$ cat src/rtl/conv2d_pkg.sv
// Shared types for the conv2d frame sequencer: FSM states and the sideband tag
// that travels alongside each pixel through the conv2d core latency.
package conv2d_pkg;

    localparam int unsigned KERNEL_SIZE_DEF = 3;

    typedef enum logic [1:0] {
        StIdle,
        StRun,
        StDrain,
        StDone
    } state_e;

    typedef struct packed {
        logic tag_valid;
        logic win_ok;
        logic last;
    } sideband_t;

endpackage

$ cat src/rtl/conv2d_tag_pipe.sv
// Fixed-depth shift register of sideband tags; shifts every clock, synchronous clear.
module conv2d_tag_pipe
    import conv2d_pkg::*;
#(
    parameter int unsigned DEPTH = 2
) (
    input  logic      clk,
    input  logic      clr,
    input  sideband_t din,
    output sideband_t head
);

    sideband_t stage_q [DEPTH];

    always_ff @(posedge clk) begin
        if (clr) begin
            for (int unsigned i = 0; i < DEPTH; i++) begin
                stage_q[i] <= '0;
            end
        end else begin
            stage_q[0] <= din;
            for (int unsigned i = 1; i < DEPTH; i++) begin
                stage_q[i] <= stage_q[i-1];
            end
        end
    end

    assign head = stage_q[DEPTH-1];

endmodule

$ cat src/rtl/conv2d_frame_ctrl.sv
// Frame sequencer feeding the streaming 3x3 conv2d core and filtering its results.
// Define CONV2D_FRAME_CTRL_STATS_EN to add the stall_cnt / drop_cnt statistics outputs.
module conv2d_frame_ctrl
    import conv2d_pkg::*;
#(
    parameter int unsigned DATA_W      = 8,
    parameter int unsigned GAIN_W      = 4,
    parameter int unsigned IMG_WIDTH   = 64,
    parameter int unsigned MAX_H_W     = 12,
    parameter int unsigned KERNEL_SIZE = KERNEL_SIZE_DEF,
    parameter int unsigned CONV_LAT    = 2
) (
    input  logic                     clk,
    input  logic                     rst,
    input  logic                     start,
    input  logic [MAX_H_W-1:0]       img_height,
    input  logic                     src_valid,
    input  logic [DATA_W-1:0]        src_pixel,
    output logic                     src_ready,
    output logic                     conv_valid_in,
    output logic [DATA_W-1:0]        conv_pixel_in,
    input  logic                     conv_valid_out,
    input  logic [DATA_W+GAIN_W-1:0] conv_pixel_out,
    output logic                     out_valid,
    output logic [DATA_W+GAIN_W-1:0] out_pixel,
    output logic                     out_last,
    output logic                     busy,
    output logic                     done
`ifdef CONV2D_FRAME_CTRL_STATS_EN
    ,
    output logic [15:0]              stall_cnt,
    output logic [15:0]              drop_cnt
`endif
);

    localparam int unsigned COL_W = $clog2(IMG_WIDTH);
    localparam int unsigned DRN_W = $clog2(CONV_LAT) + 1;

    localparam logic [COL_W-1:0]   COL_LAST = COL_W'(IMG_WIDTH - 1);
    localparam logic [COL_W-1:0]   COL_MIN  = COL_W'(KERNEL_SIZE - 1);
    localparam logic [MAX_H_W-1:0] ROW_MIN  = MAX_H_W'(KERNEL_SIZE - 1);
    localparam logic [MAX_H_W-1:0] H_MIN    = MAX_H_W'(KERNEL_SIZE);
    localparam logic [DRN_W-1:0]   DRN_LAST = DRN_W'(CONV_LAT - 1);

    state_e             state_q, state_d;
    logic [COL_W-1:0]   col_q, col_d;
    logic [MAX_H_W-1:0] row_q, row_d;
    logic [MAX_H_W-1:0] height_q, height_d;
    logic [DRN_W-1:0]   drn_q, drn_d;
    logic               cvi_q;
    logic [DATA_W-1:0]  cpi_q;
    sideband_t          tag_in_q, tag_in_d, pipe_head;
    logic               start_ok, xfer, last_px;

    assign start_ok = (state_q == StIdle) && start && (img_height >= H_MIN);
    assign xfer     = src_valid && (state_q == StRun);
    assign last_px  = (col_q == COL_LAST) && (row_q == height_q - MAX_H_W'(1));

    assign tag_in_d = '{tag_valid: xfer,
                        win_ok:    xfer && (row_q >= ROW_MIN) && (col_q >= COL_MIN),
                        last:      xfer && last_px};

    always_comb begin
        state_d  = state_q;
        col_d    = col_q;
        row_d    = row_q;
        height_d = height_q;
        drn_d    = drn_q;
        unique case (state_q)
            StIdle: begin
                if (start_ok) begin
                    state_d  = StRun;
                    height_d = img_height;
                    col_d    = '0;
                    row_d    = '0;
                end
            end
            StRun: begin
                if (xfer) begin
                    if (last_px) begin
                        state_d = StDrain;
                        drn_d   = '0;
                        col_d   = '0;
                        row_d   = '0;
                    end else if (col_q == COL_LAST) begin
                        col_d = '0;
                        row_d = row_q + MAX_H_W'(1);
                    end else begin
                        col_d = col_q + COL_W'(1);
                    end
                end
            end
            StDrain: begin
                if (drn_q == DRN_LAST) begin
                    state_d = StDone;
                end else begin
                    drn_d = drn_q + DRN_W'(1);
                end
            end
            StDone:  state_d = StIdle;
            default: state_d = StIdle;
        endcase
    end

    always_ff @(posedge clk) begin
        if (!rst) begin
            state_q  <= StIdle;
            col_q    <= '0;
            row_q    <= '0;
            height_q <= '0;
            drn_q    <= '0;
            cvi_q    <= 1'b0;
            cpi_q    <= '0;
            tag_in_q <= '0;
        end else begin
            state_q  <= state_d;
            col_q    <= col_d;
            row_q    <= row_d;
            height_q <= height_d;
            drn_q    <= drn_d;
            cvi_q    <= xfer;
            tag_in_q <= tag_in_d;
            if (xfer) begin
                cpi_q <= src_pixel;
            end
        end
    end

    // Tag is registered alongside conv_valid_in, so the pipe head lines up with valid_out.
    conv2d_tag_pipe #(
        .DEPTH (CONV_LAT)
    ) u_tag_pipe (
        .clk  (clk),
        .clr  (!rst),
        .din  (tag_in_q),
        .head (pipe_head)
    );

    assign src_ready     = (state_q == StRun);
    assign busy          = (state_q == StRun) || (state_q == StDrain);
    assign done          = (state_q == StDone);
    assign conv_valid_in = cvi_q;
    assign conv_pixel_in = cpi_q;
    assign out_valid     = conv_valid_out && pipe_head.tag_valid && pipe_head.win_ok;
    assign out_pixel     = out_valid ? conv_pixel_out : '0;
    assign out_last      = out_valid && pipe_head.last;

`ifdef CONV2D_FRAME_CTRL_STATS_EN
    always_ff @(posedge clk) begin
        if (!rst || start_ok) begin
            stall_cnt <= '0;
            drop_cnt  <= '0;
        end else begin
            if ((state_q == StRun) && !src_valid && (stall_cnt != '1)) begin
                stall_cnt <= stall_cnt + 16'd1;
            end
            if ((conv_valid_out != pipe_head.tag_valid) && (drop_cnt != '1)) begin
                drop_cnt <= drop_cnt + 16'd1;
            end
        end
    end
`endif

endmodule

$ cat config.mk
export PLATFORM = sky130hd
export DESIGN_NAME = conv2d_frame_ctrl
export DESIGN_NICKNAME = d
export VERILOG_FILES = /design/src/rtl/conv2d_pkg.sv /design/src/rtl/conv2d_tag_pipe.sv /design/src/rtl/conv2d_frame_ctrl.sv
export SDC_FILE = /design/constraint.sdc
export NUM_CORES = 1
export LEC_CHECK = 0
export CAP_MARGIN = 20
export CELL_PAD_IN_SITES_DETAIL_PLACEMENT = 0
export CELL_PAD_IN_SITES_GLOBAL_PLACEMENT = 1
export CORE_ASPECT_RATIO = 0.7
export CORE_MARGIN = 2
export CORE_UTILIZATION = 37
export DETAILED_ROUTE_END_ITERATION = 16
export PLACE_DENSITY = 0.91
export SLEW_MARGIN = 20
export SYNTH_ARGS = -nofsm -noshare
export SYNTH_HDL_FRONTEND = slang
export SYNTH_SLANG_ARGS = --single-unit
$ cat constraint.sdc
create_clock -name clk -period 3.62 [get_ports clk]
set_input_delay 0.724 -clock clk [delete_from_list [all_inputs] [get_ports clk]]
set_output_delay 0.724 -clock clk [all_outputs]
set_load 0.02 [all_outputs]
==> impl_metrics.tcl <==
set metrics [dict create \
    yosys-top-cells-area "dfxtp_1 (37%), nand2_1 (5.1%), ha_1 (4.5%)" \
    fin_util_pct 48.83 \
    worstPathArrival_ns 3.42 \
    rows 26 \
    die_area_um2 8220 \
    holdBufCountCts 0 \
    reg2reg_from "height_q[0]" \
    antenna_found_initial 0 \
    synth_commonest_cells "dfxtp_1 (51), nand2_1 (38), nor2_1 (33)" \
    path_max_fanout 5 \
    portBuffers 62 \
    drc 0 \
    cts_sinks 51 \
    ys_ff_latch 51 \
    clock_path_buffers 2 \
    worst_ir_drop_vdd_mv 0.2543 \
    finalSetupViolCount 0 \
    fillers 717 \
    clk_latency_ns 0.31 \
    fin_nets 436 \
    grt_pass1_vias 2325 \
    grt.overflow.total 0 \
    dp_hpwl_um 5313 \
    via_per_inst 5.227 \
    synth-warning-count 0 \
    synth_area_um2 2775 \
    place_worst_setup_slack_ns 0.4900 \
    rsz0062_at_grt "no" \
    htreeDepth 2 \
    grt_max_degree 27 \
    synth_top_family_by_area "simple AND/OR/NAND/NOR gates" \
    ctsResizeCount 0 \
    vias 2551 \
    async_reset_ff_share_pct 0 \
    syn2layout_area_growth_pct 28.22 \
    min_period_ns 3.177 \
    grt_first_pass_wirelength_um 11580 \
    synth_top_area_cell "dfxtp_1" \
    ys_seq_area_share_pct 36.79 \
    wl_um 7018 \
    io_pins 63 \
    drive_gt1_share_pct 6.667 \
    design.core.area_um2 7287 \
    drt-initial-drc-count 140 \
    dr.pass1.iters 4 \
    tns_ns 0 \
    ant_nets 0 \
    outcome "finished clean" \
    rrSetupSlack_ns 0.44 \
    finClkSkew_ns 0.01143 \
    gp_congestion 0.8590 \
    worst_slew_pin_slew_ns 0.6748 \
    slew_headroom_pct 54.54 \
    finalHoldViolations 0 \
    cp.required_ns 3.86 \
    synthMostInstantiatedCell "dfxtp_1" \
    wl_per_cell_um 14.38 \
    synthMuxAreaShare_pct 4.328 \
    start_kind "flop" \
    synthAdderAreaFrac_pct 4.509 \
    leakage_uw 0.001318 \
    reg2reg_depth 9 \
    synth-xor-area-share_pct 5.681 \
    grt_usage_pct 17.41 \
    critPathKind "reg2reg" \
    path_clk_slew_ns 0.11 \
    synthCells 334 \
    min_from "u_tag_pipe.stage_q[0][0]" \
    hold_class "reg2reg" \
    synth_nets 381 \
    min_to "u_tag_pipe.stage_q[0][3]" \
    chipWidth_um 107.5 \
    die_y_um 76.46 \
    worstSetupEndpointType "flop" \
    synth_edf_count 0 \
    setup_ws_ns 0.4432 \
    numCtsBuffers 5 \
    cap_violations 0 \
    synth_compound_area_share_pct 15.73 \
    yosys.cell_types.count 63 \
    start_util_pct 38.08 \
    whs_ns 0.4425 \
    drv_slew 0 \
    cts_root_buf "clkbuf_8" \
    avgSynthCellArea_um2 8.309 \
    fmax_mhz 314.8 \
    min_period_over_period_pct 87.76 \
    r2r-end "drn_q[1]" \
    yosys.area_share.simple_pct 28.00 \
    diodes 0 \
    power.density_nw_per_um2 497.6 \
    synth_top_cell_area_share_pct 36.79 \
    min_path_cells 1 \
    synth_ff_type "dfxtp_1" \
    cts_setup_buffers 0 \
    cts_tree "yes" \
]
power by group:
| part | leakage, µW | total, µW | switching, µW | internal (µW) |
|---|---|---|---|---|
| Sequential | 0.000414 | 684 | 66.2 | 618 |
| Clock | 0.0000467 | 356 | 213 | 144 |
| Combinational | 0.000857 | 730 | 425 | 305 |
worst max-delay path by stage:
| stage | slack [ns] | end | from | depth (start not counted) |
|---|---|---|---|---|
| 4_1_cts | 0.46 | drn_q[1] | height_q[0] | 9 |
| 3_5_place_dp | 0.49 | drn_q[1] | height_q[0] | 9 |
| 5_1_grt | 0.35 | drn_q[1] | height_q[0] | 9 |
| 3_3_place_gp | 0.54 | drn_q[1] | height_q[0] | 9 |
| 6_report | 0.44 | drn_q[1] | height_q[0] | 9 |
| 2_1_floorplan | 0.71 | drn_q[1] | height_q[5] | 9 |
metal layers:
layer / global-route usage [%] / vias to the layer above / share of wire, %
met5: 0 / - / 0
met4: 3.590 / 0 / 0.76
met3: 3.764 / 5 / 5.7
met2: 25.35 / 77 / 42
met1: 26.19 / 1179 / 52
li1: - / 1290 / -
metrics by stage:
step                total power [µW]  std cells  cell area (µm²)
floorplan                       1200        334             2775
global placement                1398        480             3462
detailed placement              1414        480             3462
CTS                             1772        488             3558
global route                    1886        488             3558
finish                          1771        488             3558
registers in the layout, summed over array words and instances (netlist names):
name	flops
col_q	6
conv_pixel_in	8
drn_q	2
height_q	12
row_q	12
state_q	2
tag_in_q	3
u_tag_pipe.stage_q	6
area by class of cell:
| class | count | area [µm²] | share of cell area (%) |
|---|---|---|---|
| clock buffer | 5 | 68.82 | 1.934 |
| clock inverter | 3 | 27.53 | 0.7736 |
| inverter | 14 | 52.55 | 1.477 |
| multi-input combinational | 252 | 1623 | 45.60 |
| sequential | 51 | 1021 | 28.69 |
| tap | 98 | 122.6 | 3.446 |
| timing repair buffer | 65 | 643.1 | 18.07 |
cell usage in the layout (no fill, tap or decap), types with 2 or more instances in the layout:
master           instances
mux2i_1                 12
nor4_1                   6
a21oi_1                 22
inv_1                   13
ha_1                    10
xnor2_1                  9
nor3b_1                  2
dfxtp_1                 51
buf_4                    3
o22ai_1                  2
or4_1                    5
nor3_1                   6
o31ai_1                  3
and2_1                  19
a21o_1                   2
nand2_1                 38
o21ai_0                  9
a31oi_1                  2
o311a_1                  2
nor2_1                  33
nand3_1                 11
or3_1                    3
or4_2                    2
a22o_1                   2
and3_1                   3
clkdlybuf4s50_1         62
xor2_1                   9
nor2b_1                  3
nand4_1                  8
clkbuf_8                 5
logic make-up after synthesis:
family                     after synthesis
xor gates and xnor gates                18
DFF                                     51
and+or+nand+nor                        150
AOI/OAI and AO/OA                       62
buffers and inverters                   31
adders and majority gates               10
muxes                                   12
worst max-delay path, cell delays in order (launching register included):
cell	delay (ns)
dfxtp_1	0.35
inv_1	0.08
ha_1	0.21
or3b_2	0.50
or4_4	0.54
a2111oi_4	0.36
o2111a_2	0.30
nand4_1	0.12
or4_1	0.53
o211ai_2	0.09
Note: power is estimated with default switching activity, not from simulation.
